`config.mk`:
```
export PLATFORM = sky130hd
export DESIGN_NAME = fifo_tx_serializer
export DESIGN_NICKNAME = d
export VERILOG_FILES = /design/src/rtl/fifo_tx_serializer.sv
export SDC_FILE = /design/constraint.sdc
export NUM_CORES = 1
export LEC_CHECK = 0
export ABC_AREA = 1
export CAP_MARGIN = 30
export CORE_ASPECT_RATIO = 2
export CORE_MARGIN = 2
export CORE_UTILIZATION = 45
export CTS_CLUSTER_SIZE = 10
export DETAILED_ROUTE_END_ITERATION = 10
export PLACE_DENSITY = 0.75
export SLEW_MARGIN = 20
export SYNTH_ARGS = -nofsm -noshare
export SYNTH_HDL_FRONTEND = slang
export SYNTH_SLANG_ARGS = --single-unit
```
`constraint.sdc`:
```
create_clock -name clk -period 4.1 [get_ports clk]
set_input_delay 0.41 -clock clk [delete_from_list [all_inputs] [get_ports clk]]
set_output_delay 0.41 -clock clk [all_outputs]
set_load 0.01 [all_outputs]
```
`src/rtl/fifo_tx_serializer.sv`:
```
// Purpose : pops words from the 8x32 queue's read side and sends each one as an async
//           serial frame: start(0), WORD_LENGTH data bits LSB first, [parity], stop(1).
// Latency : tx_out falls 2 cycles after the fifo_rd cycle; the frame lasts
//           (WORD_LENGTH+2[+1])*CLKS_PER_BIT cycles.
// Backpressure: pops only from IDLE when tx_enable=1 and fifo_empty=0. A running frame
//           always completes unless reset is asserted.
// Optional feature: define FIFO_TX_PARITY_EN to add an even-parity bit after the data.
// Ports:
//   clk, reset     rising-edge clock, synchronous active-high reset
//   tx_enable      permits popping a new word from the queue
//   fifo_empty     queue stack_empty; sampled only in IDLE
//   fifo_data      queue data_out; captured at the end of LOAD
//   fifo_rd        queue read_from_stack strobe; one cycle, registered
//   tx_out         serial line, idles high
//   busy           high in every state except IDLE
//   frame_done     one-cycle pulse in the last cycle of the stop bit
//   frame_count    completed-frame counter; wraps silently
module fifo_tx_serializer #(
    parameter int WORD_LENGTH  = 8,
    parameter int CLKS_PER_BIT = 4,
    parameter int COUNT_WIDTH  = 16
) (
    input  logic                   clk,
    input  logic                   reset,
    input  logic                   tx_enable,
    input  logic                   fifo_empty,
    input  logic [WORD_LENGTH-1:0] fifo_data,
    output logic                   fifo_rd,
    output logic                   tx_out,
    output logic                   busy,
    output logic                   frame_done,
    output logic [COUNT_WIDTH-1:0] frame_count
);

    localparam int BAUD_W = (CLKS_PER_BIT > 1) ? $clog2(CLKS_PER_BIT) : 1;
    localparam int BIT_W  = $clog2(WORD_LENGTH + 1);

    localparam logic [BAUD_W-1:0] BAUD_LAST = BAUD_W'(CLKS_PER_BIT - 1);
    // frame_done is registered, so it is raised one cycle before the stop bit ends.
    localparam logic [BAUD_W-1:0] BAUD_PRE  = BAUD_W'(CLKS_PER_BIT - 2);
    localparam logic [BIT_W-1:0]  BIT_LAST  = BIT_W'(WORD_LENGTH - 1);

    typedef enum logic [2:0] {
        S_IDLE,
        S_POP,
        S_LOAD,
        S_START,
        S_DATA,
`ifdef FIFO_TX_PARITY_EN
        S_PARITY,
`endif
        S_STOP
    } state_t;

    state_t                 state_q;
    logic [BAUD_W-1:0]      baud_q;
    logic [BIT_W-1:0]       bit_q;
    logic [WORD_LENGTH-1:0] shift_q;
    logic                   tx_q;
    logic                   rd_q;
    logic                   busy_q;
    logic                   done_q;
    logic [COUNT_WIDTH-1:0] count_q;
`ifdef FIFO_TX_PARITY_EN
    logic                   parity_q;
`endif

    wire baud_last = (baud_q == BAUD_LAST);

    always_ff @(posedge clk) begin
        if (reset) begin
            state_q  <= S_IDLE;
            baud_q   <= '0;
            bit_q    <= '0;
            shift_q  <= '0;
            tx_q     <= 1'b1;
            rd_q     <= 1'b0;
            busy_q   <= 1'b0;
            done_q   <= 1'b0;
            count_q  <= '0;
`ifdef FIFO_TX_PARITY_EN
            parity_q <= 1'b0;
`endif
        end else begin
            // Strobes default low so each is a single-cycle pulse.
            rd_q   <= 1'b0;
            done_q <= 1'b0;
            unique case (state_q)
                S_IDLE: begin
                    if (tx_enable && !fifo_empty) begin
                        state_q <= S_POP;
                        rd_q    <= 1'b1;
                        busy_q  <= 1'b1;
                    end
                end
                S_POP: begin
                    state_q <= S_LOAD;
                end
                S_LOAD: begin
                    // Queue output is valid one cycle after the read strobe.
                    shift_q  <= fifo_data;
`ifdef FIFO_TX_PARITY_EN
                    parity_q <= ^fifo_data;
`endif
                    tx_q     <= 1'b0;
                    baud_q   <= '0;
                    state_q  <= S_START;
                end
                S_START: begin
                    if (baud_last) begin
                        baud_q  <= '0;
                        bit_q   <= '0;
                        tx_q    <= shift_q[0];
                        state_q <= S_DATA;
                    end else begin
                        baud_q <= baud_q + BAUD_W'(1);
                    end
                end
                S_DATA: begin
                    if (baud_last) begin
                        baud_q  <= '0;
                        shift_q <= shift_q >> 1;
                        if (bit_q == BIT_LAST) begin
                            bit_q   <= '0;
`ifdef FIFO_TX_PARITY_EN
                            tx_q    <= parity_q;
                            state_q <= S_PARITY;
`else
                            tx_q    <= 1'b1;
                            state_q <= S_STOP;
`endif
                        end else begin
                            // Next bit is what becomes shift[0] after this shift.
                            tx_q  <= shift_q[1];
                            bit_q <= bit_q + BIT_W'(1);
                        end
                    end else begin
                        baud_q <= baud_q + BAUD_W'(1);
                    end
                end
`ifdef FIFO_TX_PARITY_EN
                S_PARITY: begin
                    if (baud_last) begin
                        baud_q  <= '0;
                        tx_q    <= 1'b1;
                        state_q <= S_STOP;
                    end else begin
                        baud_q <= baud_q + BAUD_W'(1);
                    end
                end
`endif
                S_STOP: begin
                    if (baud_q == BAUD_PRE) begin
                        done_q  <= 1'b1;
                        count_q <= count_q + COUNT_WIDTH'(1);
                    end
                    if (baud_last) begin
                        baud_q  <= '0;
                        busy_q  <= 1'b0;
                        state_q <= S_IDLE;
                    end else begin
                        baud_q <= baud_q + BAUD_W'(1);
                    end
                end
                default: begin
                    state_q <= S_IDLE;
                    busy_q  <= 1'b0;
                    tx_q    <= 1'b1;
                end
            endcase
        end
    end

    assign fifo_rd     = rd_q;
    assign tx_out      = tx_q;
    assign busy        = busy_q;
    assign frame_done  = done_q;
    assign frame_count = count_q;

endmodule

```
==> metrics.csv, run 1 <==
stage,metric,value,unit
outcome,status,"finished, final reports clean",
cts,postCtsSetupBuffers,0,
global_routing,grt_use_total,20.3,%
finish,area_growth,22.6,%
yosys,ys_warn_count,0,
routing,wl,4.49,mm
critical_path,slowest_delay,660,ps
sta,tightest_slew,716,ps
sta,max_freq,536,MHz
yosys,synth_top_area_share,38.9,%
yosys,ys_seq_area_share,38.9,%
hold_path,hold_start,shift_q[7]$_SDFFE_PP0P_,
pwr,leakage,0.995,nW
sta,slew_viol_final,0,
finish,diodes,0,
cts,cts_max_path_buffers,2,
routing,drc,0,
critical_path,crit_family,buffers and inverters,
yosys,yosys_register_bits,37,
cts,cts-htree-levels,2,
pwr,pwr_density_cell,428,nW/um^2
critical_path,cp.required,4320,ps
yosys,ys_types,25,
critical_path,crit_type,input port to flip-flop,
yosys,synth_most_common_cell,nand2_1,
yosys,synth_edf_count,0,
floorplan,dieArea,4800,sq um
routing,drt_iter0_markers,30,
place,gp_congestion,0.870,
finish,fin_nets,338,
floorplan,core_area,4090,sq um
yosys,yosysTopAreaCell,dfxtp_1,
sta,finalCriticalPeriod,1860,ps
global_routing,grt_max_degree,26,
floorplan,die_w,50.0,um
place,hpwl,3.41,mm
cts,cts.sinks,37,
floorplan,rows,33,
hold_path,hp-class,flip-flop to flip-flop,
yosys,async_reset_ff_share,0,%
routing,wl_per_cell,12.0,um
pwr,peakVddDrop,0.307,mV
sta,rsz0062_at_grt,no,
yosys,syn_nets,306,
sta,max_slew_margin,52.2,%
critical_path,critPathBufInv,2,
critical_path,cp-start-kind,input port,
routing,vias_per_cell,5.15,
cts,path_clk_slew,70,ps
yosys,netlist_top_cells_count,"78 x nand2_1, 57 x nor2_1, 37 x dfxtp_1, 31 x inv_1",
floorplan,die_h,96.0,um
yosys,syn_inst,290,
yosys,synth_area,1910,sq um
sta,fin_skew,3.42,ps
sta,period_share,45.5,%
finish,drive_gt1_share,4.97,%
critical_path,crit_fanout,25,
sta,setup_viol,0,
job,drv_cap,0,
cts,root_buffer,clkbuf_8,
sta,fin_setup_tns,0,ps
critical_path,cp.arrival,2080,ps
floorplan,io_pins,32,
critical_path,r2r_setup_slack,2320,ps
cts,cts_made_buffers,5,
cts,clk_latency,280,ps
routing,final_antenna_net_count,0,
global_routing,antenna_found_initial,0,
cts,cts_resized,0,
sta,hold_viol_final,0,
global_routing,grt_pass1_wl,7.49,mm
yosys,syn_avg_cell_area,6.57,sq um
yosys,ys_top_cells_by_area,"dfxtp_1 39%, nand2_1 15%, nor2_1 11%, inv_1 6.1%, a21oi_1 4.5%",
yosys,synth_flop_cell,dfxtp_1,
place,io_buffer_count,31,
cts,cts_hold_buffers,0,
critical_path,worst_setup_path_end_kind,flip-flop,
critical_path,path_cells,clkdlybuf4s50_1 > inv_1 > o21ai_0 > a21oi_1,
critical_path,reg2reg_from,state_q[1]$_SDFFE_PP0P_,
routing,vias,1925,
hold_path,whs_endpoint,shift_q[7]$_SDFFE_PP0P_,
critical_path,r2r_cells,8,
global_routing,grt_pass1_vias,1798,
routing,dr.pass1.iters,4,
global_routing,overflow,0,
pwr,finalPower,0.999,mW
floorplan,start_util,46.6,%
critical_path,r2r-end,shift_q[4]$_SDFFE_PP0P_,
hold_path,min_path_cells,2,
cts,cts_tree,done,
critical_path,worst_path_max_delay_cell,clkdlybuf4s50_1,
==> worst reg2reg max path, stage by stage (launching register included) <==
cell	delay [ps]
dfxtp_1	430
nor2_4	190
nand2_1	260
nor2_1	290
inv_1	80
nand2_2	150
inv_2	110
nor2_1	100
nor2_1	50
==> layout make-up <==
type,count,area (sq um)
timing repair buffer,31,310
multi-input combinational,214,1010
tap,52,65.1
clock buffer,7,86.3
sequential,37,741
fill,412,1750
inverter,33,124
==> sequential cells by signal, indices dropped and copies added (netlist names) <==
signal,count
state_q,3
baud_q,2
fifo_rd,1
frame_count,16
busy,1
tx_out,1
shift_q,8
frame_done,1
bit_q,4
==> worst max path at each step <==
stage | startpoint | end | slack [ps] | cells past startpoint
6_report | reset | frame_count[6]$_SDFFE_PP0P_ | 2240 | 4
5_1_grt | reset | bit_q[0]$_SDFFE_PP0P_ | 2030 | 4
4_1_cts | reset | bit_q[0]$_SDFFE_PP0P_ | 2240 | 4
3_5_place_dp | reset | frame_count[6]$_SDFFE_PP0P_ | 1950 | 4
3_3_place_gp | reset | bit_q[0]$_SDFFE_PP0P_ | 1980 | 4
2_1_floorplan | frame_count[2]$_SDFFE_PP0P_ | frame_count[7]$_SDFFE_PP0P_ | 2790 | 7
==> report_power, final <==
group / total (mW) / internal [mW] / switching (mW)
sequential: 0.458 / 0.407 / 0.0510
clock: 0.258 / 0.133 / 0.125
combinational: 0.283 / 0.106 / 0.177
total: 0.999 / 0.647 / 0.353
==> layout by cell type, fill, tap and decap left out, types with 2 or more instances in the layout <==
cell / count
clkdlybuf4s50_1: 31
o21bai_1: 2
ha_1: 4
a21oi_1: 17
nand2_1: 78
nor2_1: 57
o21ai_0: 17
nand4_1: 6
inv_2: 2
inv_1: 31
dfxtp_1: 37
nor3_1: 5
xnor2_1: 2
clkbuf_8: 6
nand3_1: 16
nor2_4: 3
==> per-layer routing <==
layer	share of wire (%)	track usage, %	vias to the layer above
met3	3.7	3.42	12
met2	56	38.4	46
met5	0	0	-
met4	2.7	12.5	0
li1	-	-	981
met1	37	19.7	886
==> kinds of logic after synthesis <==
| kind of cell | after synthesis | share of synthesized area [%] |
|---|---|---|
| AOI/OAI and AO/OA | 37 | 10.1 |
| xor gates and xnor gates | 2 | 0.919 |
| adders and majority gates | 4 | 2.63 |
| buffers and inverters | 39 | 8.14 |
| DFF | 37 | 38.9 |
| and+or+nand+nor | 171 | 39.3 |
==> metrics by stage <==
stage	instance area (sq um)	utilization, %	instances	worst slack [ps]	hold slack (ps)
floorplan	1910	-	290	2790	444
global placement	2250	55.0	367	1980	455
detailed placement	2250	55.0	367	1950	460
CTS	2340	57.1	374	2240	471
global route	2340	57.1	374	2030	503
finish	2340	57.1	374	2240	475
Power figures use the tool's default switching activity.
==> run 2: changes to the inputs <==
==> constraint.sdc (replaced) <==
create_clock -name clk -period 1.76 [get_ports clk]
set_input_delay 0.176 -clock clk [delete_from_list [all_inputs] [get_ports clk]]
set_output_delay 0.176 -clock clk [all_outputs]
set_load 0.01 [all_outputs]
==> metrics.csv, run 2 (same netlist as run 1, synthesis figures left out) <==
stage,metric,value,unit
pwr,leakage,1.03,nW
finish,largest_register_ffs,16,
place,hpwl,3.64,mm
finish,fin_cells,380,
sta,tightest_slew,392,ps
critical_path,r2r_setup_slack,200,ps
cts,postCtsSetupBuffers,0,
routing,drc,0,
cts,cts_max_path_buffers,2,
outcome,status,"finished, final reports clean",
routing,vias,1935,
sta,hold_viol_final,0,
hold_path,hp-class,flip-flop to flip-flop,
routing,final_antenna_net_count,0,
place,io_buffer_count,31,
finish,register_area,741,sq um
routing,drt_iter0_markers,40,
place,gp_congestion,0.890,
critical_path,worst_setup_path_end_kind,flip-flop,
critical_path,cp.required,1940,ps
cts,clk_latency,290,ps
critical_path,r2r-end,shift_q[4]$_SDFFE_PP0P_,
job,drv_cap,0,
pwr,switchingPower,0.844,mW
place,dp_slack,236,ps
global_routing,antenna_found_initial,0,
routing,vias_per_cell,5.09,
cts,cts_tree,done,
global_routing,grt_use_total,21.5,%
floorplan,die_h,96.0,um
sta,setup_viol,0,
routing,wl_met2,2.70,mm
finish,diodes,0,
sta,fin_skew,7.81,ps
critical_path,reg2reg_from,baud_q[0]$_SDFFE_PP0P_,
cts,cts_resized,0,
pwr,power_frac_seq,43.9,%
global_routing,grt_pass1_vias,1929,
sta,finalCriticalPeriod,1560,ps
pwr,netSwitchingFraction,35.0,%
sta,setup_ws,196,ps
cts,cts-htree-levels,2,
place,dp.cells,372,
cts,root_buffer,clkbuf_8,
global_routing,overflow,0,
finish,area_growth,26.0,%
finish,drive_gt1_share,7.01,%
critical_path,r2r_cells,8,
finish,fin_nets,343,
finish,final_util,58.7,%
sta,period_share,88.8,%
pwr,p_int,1.57,mW
critical_path,crit_fanout,9,
hold_path,hold_start,shift_q[7]$_SDFFE_PP0P_,
critical_path,cp-start-kind,flip-flop,
finish,final_common_cell,nand2_1,
pwr,finalPower,2.41,mW
finish,multi_input_area,1010,sq um
sta,max_freq,640,MHz
routing,wl,4.65,mm
global_routing,grt_pass1_wl,7.85,mm
sta,max_slew_margin,73.7,%
cts,cts_made_buffers,5,
pwr,peakVddDrop,0.763,mV
sta,slew_viol_final,0,
sta,fin_setup_tns,0,ps
finish,num-fill-cells,405,
cts,cts.sinks,37,
pwr,pwr_density_cell,1010,nW/um^2
sta,rsz0062_at_grt,no,
floorplan,dieArea,4800,sq um
critical_path,crit_type,flip-flop to flip-flop,
pwr,pwr-share-comb,28.8,%
hold_path,whs_endpoint,shift_q[7]$_SDFFE_PP0P_,
cts,path_clk_slew,70,ps
pwr,p_clk_share,27.3,%
cts,cts_hold_buffers,0,
routing,dr.pass1.iters,4,
global_routing,grt_max_degree,17,
finish,final_cell_mix,"78 x nand2_1, 57 x nor2_1, 37 x dfxtp_1",
routing,dr.max_layer_used,met4,
floorplan,start_util,46.6,%
floorplan,io_pins,32,
routing,met1Wirelength,1.62,mm
floorplan,core_area,4090,sq um
routing,wl_met3,134,um
routing,wl_per_cell,12.2,um
floorplan,die_w,50.0,um
floorplan,rows,33,
hold_path,min_path_cells,2,
critical_path,cp.arrival,1740,ps
==> run 2: changes by cell type in the layout (fill, tap and decap cells not counted) <==
cell and delta:
clkbuf_1 -1, clkbuf_8 +1, buf_4 +4, clkinv_2 +1, buf_12 +1
==> run 2: worst max path at each step <==
stage                                           start                           to  slack (ps)  cells after the start
after floorplan           frame_count[2]$_SDFFE_PP0P_  frame_count[7]$_SDFFE_PP0P_         450                      7
final                          baud_q[0]$_SDFFE_PP0P_      shift_q[4]$_SDFFE_PP0P_         200                      8
after global placement        state_q[0]$_SDFFE_PP0P_  frame_count[8]$_SDFFE_PP0P_         290                      7
after global routing           baud_q[1]$_SDFFE_PP0P_      shift_q[6]$_SDFFE_PP0P_          30                      8
after detailed placement       baud_q[0]$_SDFFE_PP0P_      shift_q[4]$_SDFFE_PP0P_         240                      8
after CTS                      baud_q[0]$_SDFFE_PP0P_      shift_q[3]$_SDFFE_PP0P_         220                      8
==> run 2: power groups by stage <==
stage | clock network, mW | registers (mW) | logic [mW]
floorplan | 0 | 1.03 | 0.538
global placement | 0 | 1.07 | 0.684
detailed placement | 0 | 1.08 | 0.694
CTS | 0.673 | 1.06 | 0.697
global route | 0.696 | 1.07 | 0.788
finish | 0.660 | 1.06 | 0.695
==> run 2: per-stage QoR <==
stage | hold WS (ps) | area, sq um
2_1_floorplan | 265 | 1910
3_3_place_gp | 450 | 2300
3_5_place_dp | 463 | 2300
4_1_cts | 474 | 2400
5_1_grt | 511 | 2400
6_report | 470 | 2400
==> run 2: area by class of cell <==
cell class / instances / area share [%]
multi-input cells: 214 / 42.1
flip-flops and latches: 37 / 30.8
repair buffers: 36 / 15.0
inverters: 33 / 5.16
clock buffers: 7 / 4.01
well taps: 52 / 2.71
clock inverters: 1 / 0.208
==> run 2: worst max-delay path, stage by stage, from the launching register on <==
cell	delay, ps
dfxtp_1	360
ha_1	260
inv_1	120
nor2_1	240
inv_1	80
nand2_2	140
inv_2	100
nor2_1	90
nor2_1	50
==> run 2: routing by layer <==
metal	global-route usage (%)	vias to the layer above
met5	0	-
met4	15.0	0
met3	2.33	19
met2	43.2	44
met1	18.6	882
li1	-	990
